`config.mk`:
```
export PLATFORM = sky130hd
export DESIGN_NAME = tt_initiator
export DESIGN_NICKNAME = d
export VERILOG_FILES = /design/src/rtl/tt_pkg.sv /design/src/rtl/tt_edge_fifo.sv /design/src/rtl/tt_initiator.sv
export SDC_FILE = /design/constraint.sdc
export NUM_CORES = 1
export LEC_CHECK = 0
export BUFFER_PORTS_ARGS = -buffer_cell sky130_fd_sc_hd__buf_2
export CORE_MARGIN = 1
export CORE_UTILIZATION = 40
export DETAILED_ROUTE_END_ITERATION = 8
export PLACE_DENSITY_LB_ADDON = 0.15
export SLEW_MARGIN = 20
export SYNTH_ARGS = -nofsm -noshare
export SYNTH_HDL_FRONTEND = slang
export SYNTH_SLANG_ARGS = --single-unit
```
`constraint.sdc`:
```
create_clock -name clk -period 2.6 [get_ports clk]
set_input_delay 0.13 -clock clk [delete_from_list [all_inputs] [get_ports clk]]
set_output_delay 0.13 -clock clk [all_outputs]
set_load 0.01 [all_outputs]
```
`src/rtl/tt_pkg.sv`:
```
// Shared types and defaults for the TT initiator: station width, buffer depth,
// response timeout and the transaction state encoding.
package tt_pkg;

  localparam int STN_W     = 4;
  localparam int ENTRY_W   = 2 * STN_W;
  localparam int DEPTH_DEF = 16;
  localparam int TMO_DEF   = 255;

  typedef enum logic [2:0] {
    S_IDLE,
    S_SEND_Q,
    S_SEND_E,
    S_WAIT,
    S_DONE
  } state_e;

  typedef struct packed {
    logic [STN_W-1:0] src;
    logic [STN_W-1:0] dst;
  } edge_t;

endpackage

```
`src/rtl/tt_edge_fifo.sv`:
```
// Edge buffer: DEPTH-entry FIFO of packed (src,dst) pairs with occupancy count.
// A push into a full buffer or a pop from an empty one is dropped.
module tt_edge_fifo
  import tt_pkg::*;
#(
  parameter int DEPTH = DEPTH_DEF,
  parameter int CNT_W = $clog2(DEPTH + 1)
) (
  input  logic               clk,
  input  logic               rst_n,
  input  logic               push,
  input  logic [ENTRY_W-1:0] wr_data,
  input  logic               pop,
  output logic [ENTRY_W-1:0] rd_data,
  output logic [CNT_W-1:0]   count,
  output logic               full
);

  localparam int PTR_W = (DEPTH > 1) ? $clog2(DEPTH) : 1;

  logic [ENTRY_W-1:0] mem_q [DEPTH];
  logic [PTR_W-1:0]   wr_ptr_q, wr_ptr_d;
  logic [PTR_W-1:0]   rd_ptr_q, rd_ptr_d;
  logic [CNT_W-1:0]   count_q, count_d;
  logic               do_push, do_pop;

  function automatic logic [PTR_W-1:0] ptr_inc(input logic [PTR_W-1:0] p);
    return (p == PTR_W'(DEPTH - 1)) ? '0 : p + PTR_W'(1);
  endfunction

  assign full    = (count_q == CNT_W'(DEPTH));
  assign count   = count_q;
  assign rd_data = mem_q[rd_ptr_q];
  assign do_push = push && !full;
  assign do_pop  = pop && (count_q != '0);

  always_comb begin
    wr_ptr_d = do_push ? ptr_inc(wr_ptr_q) : wr_ptr_q;
    rd_ptr_d = do_pop  ? ptr_inc(rd_ptr_q) : rd_ptr_q;
    count_d  = count_q;
    if (do_push && !do_pop)      count_d = count_q + CNT_W'(1);
    else if (do_pop && !do_push) count_d = count_q - CNT_W'(1);
  end

  always_ff @(posedge clk or negedge rst_n) begin
    if (!rst_n) begin
      wr_ptr_q <= '0;
      rd_ptr_q <= '0;
      count_q  <= '0;
    end else begin
      wr_ptr_q <= wr_ptr_d;
      rd_ptr_q <= rd_ptr_d;
      count_q  <= count_d;
    end
  end

  // NOTE: storage is deliberately not reset; the pointers and count alone decide which entries are valid.
  always_ff @(posedge clk) begin
    if (do_push) mem_q[wr_ptr_q] <= wr_data;
  end

endmodule

```
`src/rtl/tt_initiator.sv`:
```
// TT initiator: buffers track edges from the host, launches a query followed by
// the buffered edges on the TT request channel, then waits for a cost or times out.
module tt_initiator
  import tt_pkg::*;
#(
  parameter int DEPTH = DEPTH_DEF,
  parameter int TMO   = TMO_DEF
) (
  input  logic             clk,
  input  logic             rst_n,
  input  logic             ld_valid,
  input  logic [STN_W-1:0] ld_src,
  input  logic [STN_W-1:0] ld_dst,
  output logic             ld_ready,
  input  logic             start,
  input  logic [STN_W-1:0] q_src,
  input  logic [STN_W-1:0] q_dst,
  output logic             busy,
  output logic             done,
  output logic [3:0]       result_cost,
  output logic             timeout,
  output logic             in_valid,
  output logic [STN_W-1:0] source,
  output logic [STN_W-1:0] destination,
  input  logic             out_valid,
  input  logic [3:0]       cost
);

  localparam int         CNT_W    = $clog2(DEPTH + 1);
  localparam logic [7:0] TMO_LAST = 8'(TMO - 1);

  state_e             state_q, state_d;
  logic [CNT_W-1:0]   rem_q, rem_d;
  logic [7:0]         tmo_cnt_q, tmo_cnt_d;
  logic               in_valid_q, in_valid_d;
  logic [STN_W-1:0]   source_q, source_d;
  logic [STN_W-1:0]   destination_q, destination_d;
  logic               busy_q, busy_d;
  logic               done_q, done_d;
  logic               timeout_q, timeout_d;
  logic [3:0]         result_cost_q, result_cost_d;

  logic               push, pop, fifo_full;
  logic [CNT_W-1:0]   fifo_count;
  logic [ENTRY_W-1:0] fifo_rd_raw;
  edge_t              fifo_rd, ld_edge;

  assign ld_ready = (state_q == S_IDLE) && !fifo_full && !start;
  assign push     = ld_valid && ld_ready;
  assign ld_edge  = '{src: ld_src, dst: ld_dst};
  assign fifo_rd  = edge_t'(fifo_rd_raw);

  tt_edge_fifo #(.DEPTH(DEPTH)) u_fifo (
    .clk     (clk),
    .rst_n   (rst_n),
    .push    (push),
    .wr_data (ld_edge),
    .pop     (pop),
    .rd_data (fifo_rd_raw),
    .count   (fifo_count),
    .full    (fifo_full)
  );

  // Outputs are computed for the state being entered, so each beat appears in the cycle its state is current.
  always_comb begin
    // NOTE: every signal gets a default first so no path through the case leaves it unassigned (no latches).
    state_d       = state_q;
    rem_d         = rem_q;
    tmo_cnt_d     = tmo_cnt_q;
    in_valid_d    = 1'b0;
    source_d      = '0;
    destination_d = '0;
    done_d        = 1'b0;
    timeout_d     = timeout_q;
    result_cost_d = result_cost_q;
    pop           = 1'b0;

    unique case (state_q)
      S_IDLE: begin
        if (start) begin
          state_d       = S_SEND_Q;
          in_valid_d    = 1'b1;
          source_d      = q_src;
          destination_d = q_dst;
          rem_d         = fifo_count;
          result_cost_d = '0;
          timeout_d     = 1'b0;
        end
      end
      S_SEND_Q, S_SEND_E: begin
        if (rem_q != '0) begin
          state_d       = S_SEND_E;
          pop           = 1'b1;
          in_valid_d    = 1'b1;
          source_d      = fifo_rd.src;
          destination_d = fifo_rd.dst;
          rem_d         = rem_q - CNT_W'(1);
        end else begin
          state_d   = S_WAIT;
          tmo_cnt_d = '0;
        end
      end
      S_WAIT: begin
        if (out_valid) begin
          state_d       = S_DONE;
          done_d        = 1'b1;
          result_cost_d = cost;
          timeout_d     = 1'b0;
        end else if (tmo_cnt_q == TMO_LAST) begin
          state_d       = S_DONE;
          done_d        = 1'b1;
          result_cost_d = '0;
          timeout_d     = 1'b1;
        end else begin
          tmo_cnt_d = tmo_cnt_q + 8'd1;
        end
      end
      S_DONE: begin
        state_d   = S_IDLE;
        tmo_cnt_d = '0;
      end
      default: state_d = S_IDLE;
    endcase

    busy_d = (state_d != S_IDLE);
  end

  always_ff @(posedge clk or negedge rst_n) begin
    if (!rst_n) begin
      state_q       <= S_IDLE;
      rem_q         <= '0;
      tmo_cnt_q     <= '0;
      in_valid_q    <= 1'b0;
      source_q      <= '0;
      destination_q <= '0;
      busy_q        <= 1'b0;
      done_q        <= 1'b0;
      timeout_q     <= 1'b0;
      result_cost_q <= '0;
    end else begin
      state_q       <= state_d;
      rem_q         <= rem_d;
      tmo_cnt_q     <= tmo_cnt_d;
      in_valid_q    <= in_valid_d;
      source_q      <= source_d;
      destination_q <= destination_d;
      busy_q        <= busy_d;
      done_q        <= done_d;
      timeout_q     <= timeout_d;
      result_cost_q <= result_cost_d;
    end
  end

  assign in_valid    = in_valid_q;
  assign source      = source_q;
  assign destination = destination_q;
  assign busy        = busy_q;
  assign done        = done_q;
  assign timeout     = timeout_q;
  assign result_cost = result_cost_q;

endmodule

```
==> results.py, run 1 <==
metrics = {
    "cells_and_area": {
        "seq_area_um2": 4970,
        "fin_nets": 572,
        "drive_above_1_share_pct": 30.1,
        "diodes": 0,
        "n_fill_cell": 1454,
        "multi_input_area_um2": 2200,
        "syn_to_final_growth_pct": 20.3,
        "fin_util_pct": 50.0,
    },
    "synth": {
        "synthAdderAreaFrac_pct": 2.69,
        "synth_seq_cells": 173,
        "mappedNetlistNets": 482,
        "yosysUniqueCellTypes": 50,
        "synth_xor_area_share_pct": 1.33,
        "synth.cell_area_um2": 7260,
        "synth_top_area_cell": "edfxtp_1",
        "synth-simple-area-share_pct": 7.12,
        "async_flop_share_pct": 26.0,
        "synthTopCellsByCount": "edfxtp_1, dfrtp_1, nor2_1, mux4_2, nand2_1",
        "synth_warnings": 0,
        "ys.flop_type": "edfxtp_1",
        "synth_top_cell_area_share_pct": 53.0,
        "synth_mux_area_share_pct": 12.6,
        "synth_area_leaders": "edfxtp_1, dfrtp_1, mux4_2",
        "synth-compound-area-share_pct": 5.59,
        "syn_inst": 442,
        "synth_edf_count": 128,
        "yosysSeqAreaShare_pct": 68.5,
        "syn_avg_cell_area_um2": 16.4,
        "synth_top_family_by_area": "multiplexers",
        "yosysMostFrequentCell": "edfxtp_1",
    },
    "routing": {
        "drc": 0,
        "vias_per_cell": 5.35,
        "routed_wl_um": 15400,
        "wl_per_cell_um": 19.9,
        "ant_nets": 0,
        "vias": 4120,
        "drt_iter0_drc": 230,
        "drt-pass1-iter-count": 4,
    },
    "power": {
        "power_density_nw_per_um2": 1090,
        "vdd_drop_max_v": 0.000679,
        "p_leak_nw": 3.23,
    },
    "worst_setup_path": {
        "rrSetupSlack_ps": 130,
        "slowest_delay_ps": 370,
        "path_cells": "buf_4 -> nor4_2 -> buf_4 -> a211oi_4 -> nand2_4 -> clkinv_4 -> ha_4 -> inv_2 -> ha_1 -> a21o_1 -> a21oi_2 -> mux2i_1 -> xnor2_1",
        "crit_path_max_fanout": 8,
        "required_ps": 2950,
        "arrival_ps": 2820,
        "r2r_cells": 13,
        "endpoint_kind": "register",
        "cp_slowest_cell": "dfrtp_1",
        "cpMostUsedCell": "buf_4",
        "worstReg2RegEnd": "u_fifo.count[4]",
        "reg2reg_from": "u_fifo.count[1]",
        "critPathKind": "reg -> reg",
        "start_kind": "register",
    },
    "timing": {
        "fin_crit_sh_pct": 95.1,
        "max_freq_mhz": 404,
        "skew_ps": 9.14,
        "max-slew-margin-rel_pct": 55.1,
        "finalCriticalPeriod_ps": 2470,
        "report.final.slew_viol_count": 0,
        "tightestPinTransition_ps": 672,
        "setup_viol": 0,
        "rsz0062_at_grt": "false",
        "finalHoldViolCount": 0,
        "tns_ps": 0,
    },
    "status": {
        "status": "finished clean",
    },
    "cts": {
        "clock_path_buffers": 2,
        "h-tree-depth": 4,
        "cts_tree": "done",
        "cts_sinks": 173,
        "numCtsBuffers": 17,
        "clk_pin_slew_ps": 70,
        "worstSkewPairLatency_ps": 430,
        "cts_root_buf": "clkbuf_16",
        "cts_setup_buffers": 0,
    },
    "die": {
        "fp-row-count": 48,
        "initial_utilization_pct": 41.5,
        "die_x_um": 137,
        "die_area_um2": 18700,
        "core_um2": 17500,
        "dieHeight_um": 137,
        "io_pins": 42,
    },
    "hold_path": {
        "hold_path_end": "busy",
        "holdCritStartpoint": "start",
        "min_delay_path_depth": 3,
        "hp-class": "in -> reg",
    },
    "grt": {
        "gr-usage-all-layers_pct": 18.3,
        "grt_pass1_vias": 4274,
        "antenna_found_initial": 0,
        "grt-ovfl-total": 0,
        "grt_max_degree": 46,
        "grt_pass1_wl_um": 24100,
    },
    "place": {
        "place.gp.congestion": 0.853,
        "numPortBuffers": 41,
        "dp_hpwl_um": 10000,
    },
    "flow_run": {
        "drv_cap": 0,
    },
}
repair_timing:
action / in CTS / in global routing
gates resized for setup: 0 / 2
endpoints found under the setup margin: 0 / 1
hold buffers: 14 / 0
endpoints found under the hold margin: 58 / 0
worst max path at each step:
stage | startpoint | end | cells past startpoint
after floorplan | u_fifo.count[1] | u_fifo.count[4] | 9
after global placement | u_fifo.count[1] | u_fifo.count[4] | 13
after detailed placement | u_fifo.count[1] | u_fifo.count[4] | 9
after CTS | u_fifo.count[1] | u_fifo.count[4] | 9
after global routing | u_fifo.count[0] | u_fifo.count[4] | 13
final | u_fifo.count[1] | u_fifo.count[4] | 13
layout by cell type, fill, tap and decap left out, types with 8 or more instances in the layout:
master	instances
nand2_1	20
nor2_1	37
mux4_2	32
dfrtp_1	45
o21ai_0	16
xnor2_1	8
a21oi_1	8
edfxtp_1	128
inv_1	16
a221o_1	8
buf_2	40
dlygate4sd3_1	14
mux2_2	9
buf_4	33
nor3_1	8
clkbuf_16	17
mux2i_1	9
ha_1	13
power by group:
group	internal (W)	switching (W)
Sequential	0.00331	0.000278
Clock	0.00137	0.00116
Combinational	0.00159	0.00183
Total	0.00628	0.00326
sequential cells by signal, indices dropped and copies added (netlist names), 4 cells and up:
name	flops
rem_q	5
u_fifo.wr_ptr_q	4
tmo_cnt_q	8
u_fifo.rd_ptr_q	4
u_fifo.count	5
result_cost	4
destination	4
u_fifo.mem_q	128
source	4
cell type report:
class	instances	area share, %
multi-input cells	234	25.2
flip-flops and latches	173	56.9
inverters	18	0.831
clock inverters	15	2.03
clock buffers	17	4.87
repair buffers	88	6.96
well taps	225	3.22
kinds of logic (layout without fill, tap and decap cells):
family / after synthesis / count (layout)
flip-flops: 173 / 173
multiplexers: 50 / 50
AO/OA/AOI/OAI: 57 / 57
AND/OR/NAND/NOR: 101 / 101
buffers and inverters: 35 / 138
XOR/XNOR: 11 / 11
adder cells (fa/ha/maj): 15 / 15
critical path: cells and delay by family, from the launching register on:
kind	cells	cell delay, ps
and+or+nand+nor	2	370
adders and majority gates	2	430
xor gates and xnor gates	1	130
DFF	1	370
muxes	1	220
AOI/OAI and AO/OA	3	390
buffers and inverters	4	490
layer usage:
metal	part of all wire [%]	vias to the layer above	track usage [%]
met5	0	-	0
met4	1.7	0	6.54
met3	4.7	21	4.41
met2	50	95	30.5
met1	43	2104	23.2
li1	-	1900	-
through the flow:
step / hold WS (ps) / cells / setup slack [ps] / cell area [um2] / power, W
after floorplan: -166 / 442 / 51.2 / 7300 / 0.00599
after global placement: 356 / 724 / 139 / 7980 / 0.00701
after detailed placement: 361 / 724 / 94.8 / 7980 / 0.00706
after CTS: 6.31 / 770 / 72.9 / 8720 / 0.00964
after global routing: 59.5 / 770 / 1.56 / 8730 / 0.0101
final: 25.8 / 770 / 127 / 8730 / 0.00954
(Power assumes the default switching activity.)
==> run 2: changes to the inputs <==
--- a/config.mk
+++ b/config.mk
@@ -7,2 +7,3 @@
 export LEC_CHECK = 0
+export ABC_CLOCK_PERIOD_IN_PS = 2600
 export BUFFER_PORTS_ARGS = -buffer_cell sky130_fd_sc_hd__buf_2
--- a/constraint.sdc
+++ b/constraint.sdc
@@ -3,2 +3,2 @@
 set_output_delay 0.13 -clock clk [all_outputs]
-set_load 0.01 [all_outputs]
+set_load 0.05 [all_outputs]
==> run 2 against run 1 <==
Fmax fell by 0.60%. Sequential cell count is the same. Wire length down 0.24%. Die area unchanged. Clock skew decreased by 2.2 ps. Final area up 0.56%. Clock power up 9.1%. Worst hold slack worse by 4.2 ps. Highest routed layer unchanged.
==> results.py, run 2 (synthesized netlist as in run 1, its figures left out) <==
metrics = {
    "status": {
        "status": "finished clean",
    },
    "cells_and_area": {
        "diodes": 0,
        "largest_register_ffs": 128,
        "syn_to_final_growth_pct": 21.0,
        "stdcell_count": 768,
        "final_common_cell": "edfxtp_1",
        "biggestRegsByFlops": "u_fifo.mem_q: 128 flops, tmo_cnt_q: 8 flops",
        "fin_nets": 571,
        "layout_common_cells": "edfxtp_1, dfrtp_1, buf_2",
        "regMostFlops": "u_fifo.mem_q",
        "drive_above_1_share_pct": 30.0,
    },
    "routing": {
        "drt-pass1-iter-count": 4,
        "ant_nets": 0,
        "vias": 4095,
        "routed_wl_um": 15300,
        "vias_per_cell": 5.33,
        "drc": 0,
        "drt_iter0_drc": 210,
        "wl_per_cell_um": 19.9,
    },
    "timing": {
        "rsz0062_at_grt": "false",
        "tightestPinTransition_ps": 690,
        "skew_ps": 6.96,
        "setup_viol": 0,
        "max_freq_mhz": 402,
        "finalHoldViolCount": 0,
        "fin_crit_sh_pct": 95.7,
        "max-slew-margin-rel_pct": 53.5,
        "setup_ws_ps": 112,
        "report.final.slew_viol_count": 0,
        "finalCriticalPeriod_ps": 2490,
        "tns_ps": 0,
    },
    "worst_setup_path": {
        "crit_path_max_fanout": 5,
        "path_delay_family": "compound AO/OA/AOI/OAI gates",
        "endpoint_kind": "register",
        "cpMostUsedCell": "ha_4",
        "cp_slowest_cell": "or4_1",
        "arrival_ps": 2800,
        "critPathBufInv": 1,
        "path_cells": "or4_1 -> o21ai_1 -> ha_4 -> inv_4 -> ha_4 -> a21o_1 -> a21oi_2 -> mux2i_1 -> xnor2_1",
        "required_ps": 2910,
        "slowest_delay_ps": 550,
        "critPathKind": "reg -> reg",
        "start_kind": "register",
    },
    "cts": {
        "numCtsBuffers": 17,
        "clk_pin_slew_ps": 70,
        "clock_path_buffers": 2,
        "h-tree-depth": 4,
        "cts_setup_buffers": 0,
        "cts_root_buf": "clkbuf_16",
        "cts_sinks": 173,
        "worstSkewPairLatency_ps": 430,
        "cts_tree": "done",
    },
    "power": {
        "p_leak_nw": 3.25,
        "switching_share_pct": 35.3,
        "intPower_w": 0.00659,
        "vdd_drop_max_v": 0.000733,
        "pwr-share-comb_pct": 37.6,
        "switching_power_w": 0.00359,
        "power_density_nw_per_um2": 1160,
        "p_seq_share_pct": 35.3,
        "clock_power_share_pct": 27.1,
    },
    "die": {
        "die_area_um2": 18700,
        "dieHeight_um": 137,
        "die_x_um": 137,
        "io_pins": 42,
        "initial_utilization_pct": 41.5,
        "core_um2": 17500,
        "fp-row-count": 48,
    },
    "flow_run": {
        "drv_cap": 0,
    },
    "grt": {
        "gr-usage-all-layers_pct": 18.2,
        "grt_pass1_vias": 4338,
        "grt_max_degree": 46,
        "antenna_found_initial": 0,
        "grt-ovfl-total": 0,
        "grt_pass1_wl_um": 24300,
    },
    "hold_path": {
        "hp-class": "in -> reg",
    },
    "place": {
        "dp_hpwl_um": 10100,
        "place.gp.congestion": 0.841,
        "numPortBuffers": 41,
        "dp_slack_ps": 83.3,
        "place_inst": 723,
    },
}
[run 2: cell count changes in the layout (fill, tap and decap cells not counted), moves of 3 or more]
| cell | delta |
|---|---|
| clkinv_8 | -3 |
| nor4_1 | +3 |
| nor2_2 | +4 |
| bufinv_16 | +3 |
| nor2_1 | -4 |
| nor4_2 | -3 |
[run 2: path summary, 6_finish.rpt]
path	from	to	cells after the start	slack, ps
worst max-delay path	u_fifo.count[1]	u_fifo.count[4]	9	110
worst min-delay path	start	busy	3	20
worst max register to register	u_fifo.count[1]	u_fifo.count[4]	9	110
worst min register to register	result_cost[3]	result_cost[3]	1	500
max in group asynchronous	rst_n	u_fifo.count[4]	2	1960
min in group asynchronous	rst_n	tmo_cnt_q[1]	2	260
[run 2: cell type report]
class	instances	area, um2
clock inverters	12	201
inverters	18	75.1
flip-flops and latches	173	4970
clock buffers	19	433
well taps	225	282
repair buffers	87	613
fillers	1468	8700
multi-input cells	234	2210
[run 2: through the flow]
step	hold WS [ps]	area, um2	utilization [%]	total power, W
3_5_place_dp	361	8000	45.8	0.00751
5_1_grt	42.1	8780	50.2	0.0107
3_3_place_gp	357	8000	45.8	0.00746
6_report	21.7	8780	50.2	0.0102
2_1_floorplan	-166	7340	-	0.00637
4_1_cts	9.07	8770	50.2	0.0103
[run 2: layer usage]
metal	up-vias	global-route usage (%)	part of all wire [%]	routed length (um)
li1	1892	-	-	-
met3	19	4.52	4.7	723
met1	2098	22.8	44	6690
met2	86	30.6	50	7690
met5	-	0	0	0
met4	0	6.30	1.4	216
[run 2: worst min-delay path, delay by kind of cell]
kind / cells / cell delay, ps
buffers and inverters: 1 / 130
AND/OR/NAND/NOR: 2 / 160
[run 2: power by group through the flow]
stage / Sequential, W / Clock (W) / Combinational (W)
after floorplan: 0.00394 / 0 / 0.00243
after global placement: 0.00363 / 0 / 0.00383
after detailed placement: 0.00364 / 0 / 0.00387
after CTS: 0.00359 / 0.00282 / 0.00389
after global routing: 0.00363 / 0.00292 / 0.00419
final: 0.00359 / 0.00276 / 0.00383
[run 2: timing repair]
item	4_1_cts	5_1_grt
resized for setup	0	1
hold buffers	14	0
endpoints found under the setup margin	0	1
hold endpoints to repair	58	0
